<file path="src/rtl/apb_irq_pkg.sv">
// Shared constants for the APB interrupt block: register offsets, the
// unmapped-read pattern and the access-FSM encoding.
package apb_irq_pkg;

  localparam logic [7:0] RIS_OFF  = 8'h00;
  localparam logic [7:0] IM_OFF   = 8'h04;
  localparam logic [7:0] MIS_OFF  = 8'h08;
  localparam logic [7:0] ICR_OFF  = 8'h0C;
  localparam logic [7:0] EDGE_OFF = 8'h10;
  localparam logic [7:0] ISR_OFF  = 8'h14;

  localparam logic [31:0] DEADBEEF = 32'hDEAD_BEEF;

  typedef enum logic [1:0] {
    ST_IDLE = 2'd0,
    ST_WAIT = 2'd1,
    ST_DONE = 2'd2
  } apb_state_e;

endpackage

</file>
<file path="src/rtl/irq_flag_capture.sv">
// Per-flag input synchroniser, rising-edge detector and sticky status.
// Level-mode bits pass the synchronised flag straight through to RIS.
module irq_flag_capture #(
  parameter int unsigned N_FLAGS     = 9,
  parameter int unsigned SYNC_STAGES = 0
) (
  input  logic               clk,
  input  logic               rst_n,
  input  logic [N_FLAGS-1:0] flags_i,
  input  logic [N_FLAGS-1:0] edge_i,
  input  logic [N_FLAGS-1:0] icr_i,
  input  logic [N_FLAGS-1:0] isr_i,
  input  logic [N_FLAGS-1:0] arm_i,
  output logic [N_FLAGS-1:0] ris_o
);

  logic [N_FLAGS-1:0] f_s;
  logic [N_FLAGS-1:0] f_prev_q;
  logic [N_FLAGS-1:0] rise;
  logic [N_FLAGS-1:0] sticky_q, sticky_d;

  genvar gi;

  if (SYNC_STAGES == 0) begin : g_nosync
    assign f_s = flags_i;
  end else begin : g_sync
    for (gi = 0; gi < SYNC_STAGES; gi++) begin : g_stage
      logic [N_FLAGS-1:0] stage_in;
      logic [N_FLAGS-1:0] stage_q;
      if (gi == 0) begin : g_first
        assign stage_in = flags_i;
      end else begin : g_next
        assign stage_in = g_stage[gi-1].stage_q;
      end
      always_ff @(posedge clk or negedge rst_n) begin
        if (!rst_n) stage_q <= '0;
        else        stage_q <= stage_in;
      end
    end
    assign f_s = g_stage[SYNC_STAGES-1].stage_q;
  end

  assign rise = f_s & ~f_prev_q;

  // Set sources win over clears so an event coinciding with ICR is kept.
  always_comb begin
    sticky_d = '0;
    sticky_d = (rise | (isr_i & edge_i)) | (sticky_q & ~((icr_i & edge_i) | arm_i));
  end

  always_ff @(posedge clk or negedge rst_n) begin
    if (!rst_n) begin
      f_prev_q <= '0;
      sticky_q <= '0;
    end else begin
      f_prev_q <= f_s;
      sticky_q <= sticky_d;
    end
  end

  for (gi = 0; gi < N_FLAGS; gi++) begin : g_bit
    assign ris_o[gi] = edge_i[gi] ? sticky_q[gi] : f_s[gi];
  end

endmodule

</file>
<file path="src/rtl/apb_irq_ctrl.sv">
// APB slave owning interrupt status, mask, clear/set and edge-mode control
// for one peripheral, with configurable wait states and irq_o style.
module apb_irq_ctrl
  import apb_irq_pkg::*;
#(
  parameter int unsigned N_FLAGS     = 9,
  parameter int unsigned SYNC_STAGES = 0,
  parameter int unsigned WAIT_STATES = 0,
  parameter int unsigned IRQ_PULSE   = 0,
  parameter logic [31:0] EDGE_RESET  = '0
) (
  input  logic               PCLK,
  input  logic               PRESETn,
  input  logic               PSEL,
  input  logic               PENABLE,
  input  logic               PWRITE,
  input  logic [7:0]         PADDR,
  input  logic [31:0]        PWDATA,
  output logic [31:0]        PRDATA,
  output logic               PREADY,
  output logic               PSLVERR,
  input  logic [N_FLAGS-1:0] flags_i,
  output logic               irq_o
);

  apb_state_e         state_q, state_d;
  logic [2:0]         wait_cnt_q, wait_cnt_d;
  logic [N_FLAGS-1:0] im_q, im_d;
  logic [N_FLAGS-1:0] edge_q, edge_d;
  logic [31:0]        prdata_q, prdata_d;
  logic               pslverr_q, pslverr_d;
  logic               irq_q, irq_d;
  logic               mis_any_q;

  logic [N_FLAGS-1:0] ris, mis;
  logic [N_FLAGS-1:0] icr_pulse, isr_pulse, arm_pulse;
  logic               mis_any, mapped, commit;
  logic [31:0]        rd_data;
  logic               unused_wdata;

  assign unused_wdata = ^PWDATA;
  assign mis          = ris & im_q;
  assign mis_any      = |mis;

  irq_flag_capture #(
    .N_FLAGS    (N_FLAGS),
    .SYNC_STAGES(SYNC_STAGES)
  ) u_capture (
    .clk    (PCLK),
    .rst_n  (PRESETn),
    .flags_i(flags_i),
    .edge_i (edge_q),
    .icr_i  (icr_pulse),
    .isr_i  (isr_pulse),
    .arm_i  (arm_pulse),
    .ris_o  (ris)
  );

  always_comb begin
    mapped  = 1'b1;
    rd_data = '0;
    case (PADDR)
      RIS_OFF:          rd_data[N_FLAGS-1:0] = ris;
      IM_OFF:           rd_data[N_FLAGS-1:0] = im_q;
      MIS_OFF:          rd_data[N_FLAGS-1:0] = mis;
      EDGE_OFF:         rd_data[N_FLAGS-1:0] = edge_q;
      ICR_OFF, ISR_OFF: rd_data = '0;
      default:          mapped = 1'b0;
    endcase
  end

  always_comb begin
    state_d    = state_q;
    wait_cnt_d = wait_cnt_q;
    case (state_q)
      ST_IDLE: begin
        if (PSEL) begin
          wait_cnt_d = '0;
          state_d    = (WAIT_STATES == 0) ? ST_DONE : ST_WAIT;
        end
      end
      ST_WAIT: begin
        if (!PSEL)                                     state_d = ST_IDLE;
        else if (wait_cnt_q == 3'(WAIT_STATES - 1))    state_d = ST_DONE;
        else                                           wait_cnt_d = wait_cnt_q + 3'd1;
      end
      default: state_d = ST_IDLE;
    endcase

    // Response is captured on entry to DONE so it is stable for the PREADY cycle.
    prdata_d  = '0;
    pslverr_d = 1'b0;
    if (state_d == ST_DONE) begin
      if (!mapped) begin
        prdata_d  = DEADBEEF;
        pslverr_d = 1'b1;
      end else if (!PWRITE) begin
        prdata_d  = rd_data;
      end
    end
  end

  assign commit = (state_q == ST_DONE) && PSEL && PENABLE && PWRITE && mapped;

  always_comb begin
    im_d      = im_q;
    edge_d    = edge_q;
    icr_pulse = '0;
    isr_pulse = '0;
    arm_pulse = '0;
    if (commit) begin
      case (PADDR)
        IM_OFF:  im_d      = PWDATA[N_FLAGS-1:0];
        ICR_OFF: icr_pulse = PWDATA[N_FLAGS-1:0];
        ISR_OFF: isr_pulse = PWDATA[N_FLAGS-1:0];
        EDGE_OFF: begin
          edge_d    = PWDATA[N_FLAGS-1:0];
          arm_pulse = PWDATA[N_FLAGS-1:0] & ~edge_q;
        end
        default: ;
      endcase
    end
  end

  assign irq_d = (IRQ_PULSE != 0) ? (mis_any & ~mis_any_q) : mis_any;

  always_ff @(posedge PCLK or negedge PRESETn) begin
    if (!PRESETn) begin
      state_q    <= ST_IDLE;
      wait_cnt_q <= '0;
      im_q       <= '0;
      edge_q     <= EDGE_RESET[N_FLAGS-1:0];
      prdata_q   <= '0;
      pslverr_q  <= 1'b0;
      irq_q      <= 1'b0;
      mis_any_q  <= 1'b0;
    end else begin
      state_q    <= state_d;
      wait_cnt_q <= wait_cnt_d;
      im_q       <= im_d;
      edge_q     <= edge_d;
      prdata_q   <= prdata_d;
      pslverr_q  <= pslverr_d;
      irq_q      <= irq_d;
      mis_any_q  <= mis_any;
    end
  end

  assign PREADY  = (state_q == ST_DONE);
  assign PRDATA  = prdata_q;
  assign PSLVERR = pslverr_q;
  assign irq_o   = irq_q;

endmodule
</file>
<file path="config.mk">
export PLATFORM = sky130hd
export DESIGN_NAME = apb_irq_ctrl
export DESIGN_NICKNAME = d
export VERILOG_FILES = /design/src/rtl/apb_irq_pkg.sv /design/src/rtl/irq_flag_capture.sv /design/src/rtl/apb_irq_ctrl.sv
export SDC_FILE = /design/constraint.sdc
export NUM_CORES = 1
export LEC_CHECK = 0
export CAP_MARGIN = 5
export CORE_UTILIZATION = 35
export CTS_BUF_LIST = sky130_fd_sc_hd__clkbuf_4
export DETAILED_ROUTE_END_ITERATION = 6
export PLACE_DENSITY = 0.75
export SLEW_MARGIN = 20
export SYNTH_ARGS = -nofsm -noshare
export SYNTH_HDL_FRONTEND = slang
export SYNTH_SLANG_ARGS = --single-unit
export TNS_END_PERCENT = 1
</file>
<file path="constraint.sdc">
create_clock -name PCLK -period 3.4 [get_ports PCLK]
set_input_delay 0.68 -clock PCLK [delete_from_list [all_inputs] [get_ports PCLK]]
set_output_delay 0.68 -clock PCLK [all_outputs]
set_load 0.02 [all_outputs]
</file>
**Yosys cells after proc, flatten, opt, wreduce, memory -nomap -nowiden**

Index checks and enable logic that the tools add are counted.

- Logic and storage cells: 76
- Bits of input ports: 54
- Flip-flop bits (word level): 75

- Reduce and logical (&&, ||, !) cells: 12
- Mux-type cells: 30
- Bitwise logic cells: 12
- Equal/unequal tests: 12
- Add/subtract/negate cells: 1

Operator list:

| kind | number |
|---|---|
| $mux 32 | 2 |
| $mux 9 | 7 |
| $and 9x9->9 | 6 |
| $pmux 9 s4 | 1 |
| $not 9->9 | 3 |
| $or 9x9->9 | 3 |
| $eq 8x4->1 const B | 2 |
| $eq 8x5->1 const B | 2 |
| $mux 1 | 12 |
| $mux 3 | 3 |
| $reduce_or 9->1 | 1 |
| $eq 8x3->1 const B | 1 |
| $logic_not 8->1 | 1 |
| $mux 2 | 3 |
| $ne 2x2->1 const B | 3 |
| $pmux 3 s2 | 1 |
| $reduce_or 6->1 | 1 |
| $eq 2x2->1 const B | 2 |
| $logic_and 1x1->1 | 4 |
| $pmux 2 s2 | 1 |
| $reduce_and 2->1 | 2 |
| $reduce_and 4->1 | 1 |
| $add 3x1->3 const B | 1 |
| $eq 3x3->1 const B | 1 |
| 3 further kinds | 3 |

**Logic depth before layout (Yosys ltp)**

- Depth after elaboration: 11
- Gate-level depth with buffers: 7
- Depth with buffers taken out: 6

**Hierarchy**

Synthesis repeated with hierarchy kept, for this count alone.

- Cell total of the unflattened synthesis: 256
- Area, all modules: 2836.5 sq um

Modules (own cells, without submodules):

| module | times used | cells an instance | area an instance (sq um) |
|---|---|---|---|
| apb_irq_ctrl | 1 | 193 | 2048.2 |
| irq_flag_capture | 1 | 63 | 788.3 |

**Least setup slack after synthesis**

Ideal clock, no wire load.

- Path kind: input to register
- From: input port PADDR[5]
- To: register im_q[0]
- Path slack: 1166 ps
- Arrival: 2109 ps
- Setup time: 125 ps
- Cell stages on the path: 4
- Path buffers: 0
- Required time: 3275 ps
- Path through: or3_4 -> or2_4 -> nor4_4 -> mux2_2

- Word-level cells in the longest chain between the ends: 5
- Elaborated cells between the ends (all ways): 10

RTL lines:

| element | line | RTL |
|---|---|---|
| start, declared | apb_irq_ctrl.sv:17 | `input logic [7:0] PADDR,` |
| $eq 8x5->1 (tied with other cells) | apb_irq_ctrl.sv:62 | `case (PADDR)` |
| $reduce_or 6->1 (no line) | n/a |  |
| $mux 1 | apb_irq_ctrl.sv:62 |  |
| $logic_and 1x1->1 | apb_irq_ctrl.sv:103 | `assign commit = (state_q == ST_DONE) && PSEL && PENABLE && PWRITE && mapped;` |
| $reduce_and 2->1 (no line) * | n/a |  |
| end signal, assigned | apb_irq_ctrl.sv:140 | `im_q <= im_d;` |
| end, declared | apb_irq_ctrl.sv:28 | `logic [N_FLAGS-1:0] im_q, im_d;` |

Every way passes the cells marked *; elsewhere a longest branch is shown, timed or not.
A chain may end at the register's enable or synchronous reset.

**Worst setup path in the final report**

- From: register state_q[0]
- To: output port PREADY

- Word-level cells in the longest chain between the ends: 1

RTL lines:

| element | line | RTL |
|---|---|---|
| start, declared | apb_irq_ctrl.sv:26 | `apb_state_e state_q, state_d;` |
| start signal, assigned | apb_irq_ctrl.sv:138 | `state_q <= state_d;` |
| $eq 2x2->1 | apb_irq_ctrl.sv:149 | `assign PREADY = (state_q == ST_DONE);` |
| end, declared | apb_irq_ctrl.sv:20 | `output logic PREADY,` |

No other way between the ends.

==> run metrics <==
fmax=0.4146 GHz; Die Ht=93.56 microns; minimum clock period=2412 ps; worst hold path class=input port to async pin; RSZ-0062 raised after global routing=no; gr usage total=15.71%; Placement Setup Slack=735.1 ps; post-CTS setup buffers=0; port bufs=59; wire per inst=15.00 microns; Yosys warnings=0; router iterations before antenna repair=4; global route total overflow=0; CTS resizes=0; clk slew on worst S/H paths=160 ps; internal power=882.4 uW; ys flop type=dfrtp_1; row cnt=33; max_slew headroom=44.78%; outcome=finished, final reports clean; number of I/O pins=89; DP HPWL=4.577 mm; max-slew violation count=0; Seq cells post-synth=52; flop2flop setup slack=1380 ps; final hold vios=0; Combinational Power Share=16.8%; final setup fails=0; Worst R2R Start=wait_cnt_q[1]; Clock Power Share=29.6%; clock tree buffer depth=2; Cells after Synth=280; number of synthesized flops with an enable pin=0; Psw=316.0 uW; design area=3601 sq um; reg2reg end=PRDATA[2]; nets=384; Seq pwr share=53.6%; vias in the first global route=2176; residual DRC count=0; Die X=93.56 microns; wirelength, routed=6.511 mm; Final WS setup=988.1 ps; post-route ant nets=0; via count=2314; slowest cell delay on critical path=650 ps; first-pass GRT wire length=10.65 mm; effective utilization at floorplan=35.89%; PwrDens=332.8 nW/um^2; H-tree Lvls=2; Post-CTS Hold Fix Bufs=0; Max IR drop VDD=0.0001521 V; layout cells sized above 1=17.63%; static leakage=1.502 nW; startpoint types=flip-flop; critical path arrival=1730 ps; RD Place Congestion=0.7644; crit path max fanout=6; asr flop ratio synth=100.0%; Worst Max-Slew Pin Slew=828.3 ps; Sw Share=26.37%; CTS tree=done; total CTS buffers=5; Antenna Cells=0; final period utilization=70.94%; Sink Count=52; area of the core=8175 sq um; Layout Utilization=44.05%; Syn-to-layout area delta=22.73%; Root Buffer=clkbuf_4; Area after DPL=3521 sq um; largest net degree at the start of global routing=41; max cap viols=0; Die ar.=8753 sq um; Clock Skew=16.16 ps; initial antenna violation count=0; Worst EP required=2720 ps; Final TNS setup=0 ps; cell area after synthesis=2934 sq um; CP endpoint kind=primary output; synth unique cells=46; fillers=778; crit path kind=flip-flop to primary output; Worst-Skew Late Latency=380 ps; critical path cell sequence=nor2b_1, clkdlybuf4s50_1; CP max stage cell=clkdlybuf4s50_1; Via-to-Cell Ratio=5.332; Avg Cell Area, Syn=10.48 sq um; Iter 0 DRT Violations=149; Min Hold Slack=359.9 ps; register area share after synthesis=44.35%; R2R depth=6
-- per-stage QoR --
step | power, mW | cells
final | 1.198 | 434
after global placement | 0.8520 | 426
after detailed placement | 0.8569 | 426
after CTS | 1.214 | 434
after global routing | 1.254 | 434
after floorplan | 0.7684 | 285
-- flip-flops by register name, indices dropped and copies added (netlist names) --
name	flops
PRDATA	9
PSLVERR	1
edge_q	9
im_q	9
irq_o	1
state_q	2
u_capture.f_prev_q	9
u_capture.sticky_q	9
wait_cnt_q	3
-- critical path: cells and delay by family, from the launching register on --
family | cells | cell delay (ps)
buf+inv | 1 | 650
flops | 1 | 470
simple gates | 1 | 230
-- kinds of logic after synthesis --
group,Yosys count,share of synthesized area [%]
buf+inv,54,10.19
compound gates,87,20.77
other cells,1,0.1278
flops,52,44.35
fa+ha+maj,3,1.194
simple gates,63,15.74
mux,20,7.633
-- how the worst max path moves through the flow --
stage	end	from
global placement	PRDATA[2]	PADDR[5]
global route	PRDATA[19]	PSLVERR
finish	PREADY	state_q[0]
floorplan	im_q[0]	PADDR[5]
CTS	PREADY	state_q[0]
detailed placement	edge_q[4]	PADDR[3]
-- layout by cell type, fill, tap and decap left out, types with 2 or more instances in the layout --
cell type / instances
a211oi_1: 3
a21boi_0: 7
a22o_1: 5
a22oi_1: 7
a311o_1: 9
a31oi_1: 10
buf_4: 9
clkbuf_4: 5
clkdlybuf4s50_1: 58
conb_1: 6
dfrtp_1: 52
ha_1: 2
inv_1: 22
mux2_2: 19
nand2_1: 10
nand2b_1: 11
nand3_1: 3
nand3b_1: 7
nor2_1: 4
nor2b_1: 3
nor4_2: 3
o211ai_1: 16
o21ai_0: 11
o21ai_1: 8
o22ai_1: 9
or3b_2: 2
or4b_2: 7
-- area by class of cell --
cell class	instances	area [sq um]	area share [%]
inverters	22	82.58	2.293
well taps	105	131.4	3.648
flip-flops and latches	52	1301	36.14
multi-input cells	179	1353	37.56
repair buffers	68	653.1	18.14
clock inverters	3	42.54	1.181
clock buffers	5	37.54	1.042
-- power groups by stage --
stage / registers, mW / logic, mW / clock network (mW)
after floorplan: 0.662 / 0.106 / 0
after global placement: 0.653 / 0.199 / 0
after detailed placement: 0.654 / 0.203 / 0
after CTS: 0.642 / 0.203 / 0.368
after global routing: 0.645 / 0.219 / 0.391
final: 0.642 / 0.202 / 0.355
-- metal layers --
layer  vias to the layer above  global-route usage [%]  wire, microns
met5                         -                       0              0
met4                         0                   4.359             78
met3                        10                   4.228            455
met2                        81                   25.86           3053
met1                      1119                   20.29           2924
li1                       1104                       -              -
-- cells in the mapped netlist (all sizes together), types with 3 or more instances --
cell type / n / area share [%]
nand2: 10 / 1.3
mux2: 19 / 7.3
o22ai: 9 / 1.9
o211ai: 16 / 4.1
or4b: 9 / 3.2
a21boi: 7 / 1.8
nor2: 5 / 0.72
nor4: 4 / 2.0
a22o: 5 / 1.5
dfrtp: 52 / 44
buf: 29 / 7.0
nor2b: 3 / 0.64
inv: 22 / 2.8
a31oi: 10 / 2.1
nand3: 4 / 0.85
a311o: 9 / 3.1
nand2b: 11 / 2.3
o21ai: 19 / 3.2
nand3b: 7 / 1.8
a22oi: 7 / 1.8
clkbuf: 3 / 0.38
a211oi: 3 / 0.77
(Power assumes the default switching activity.)
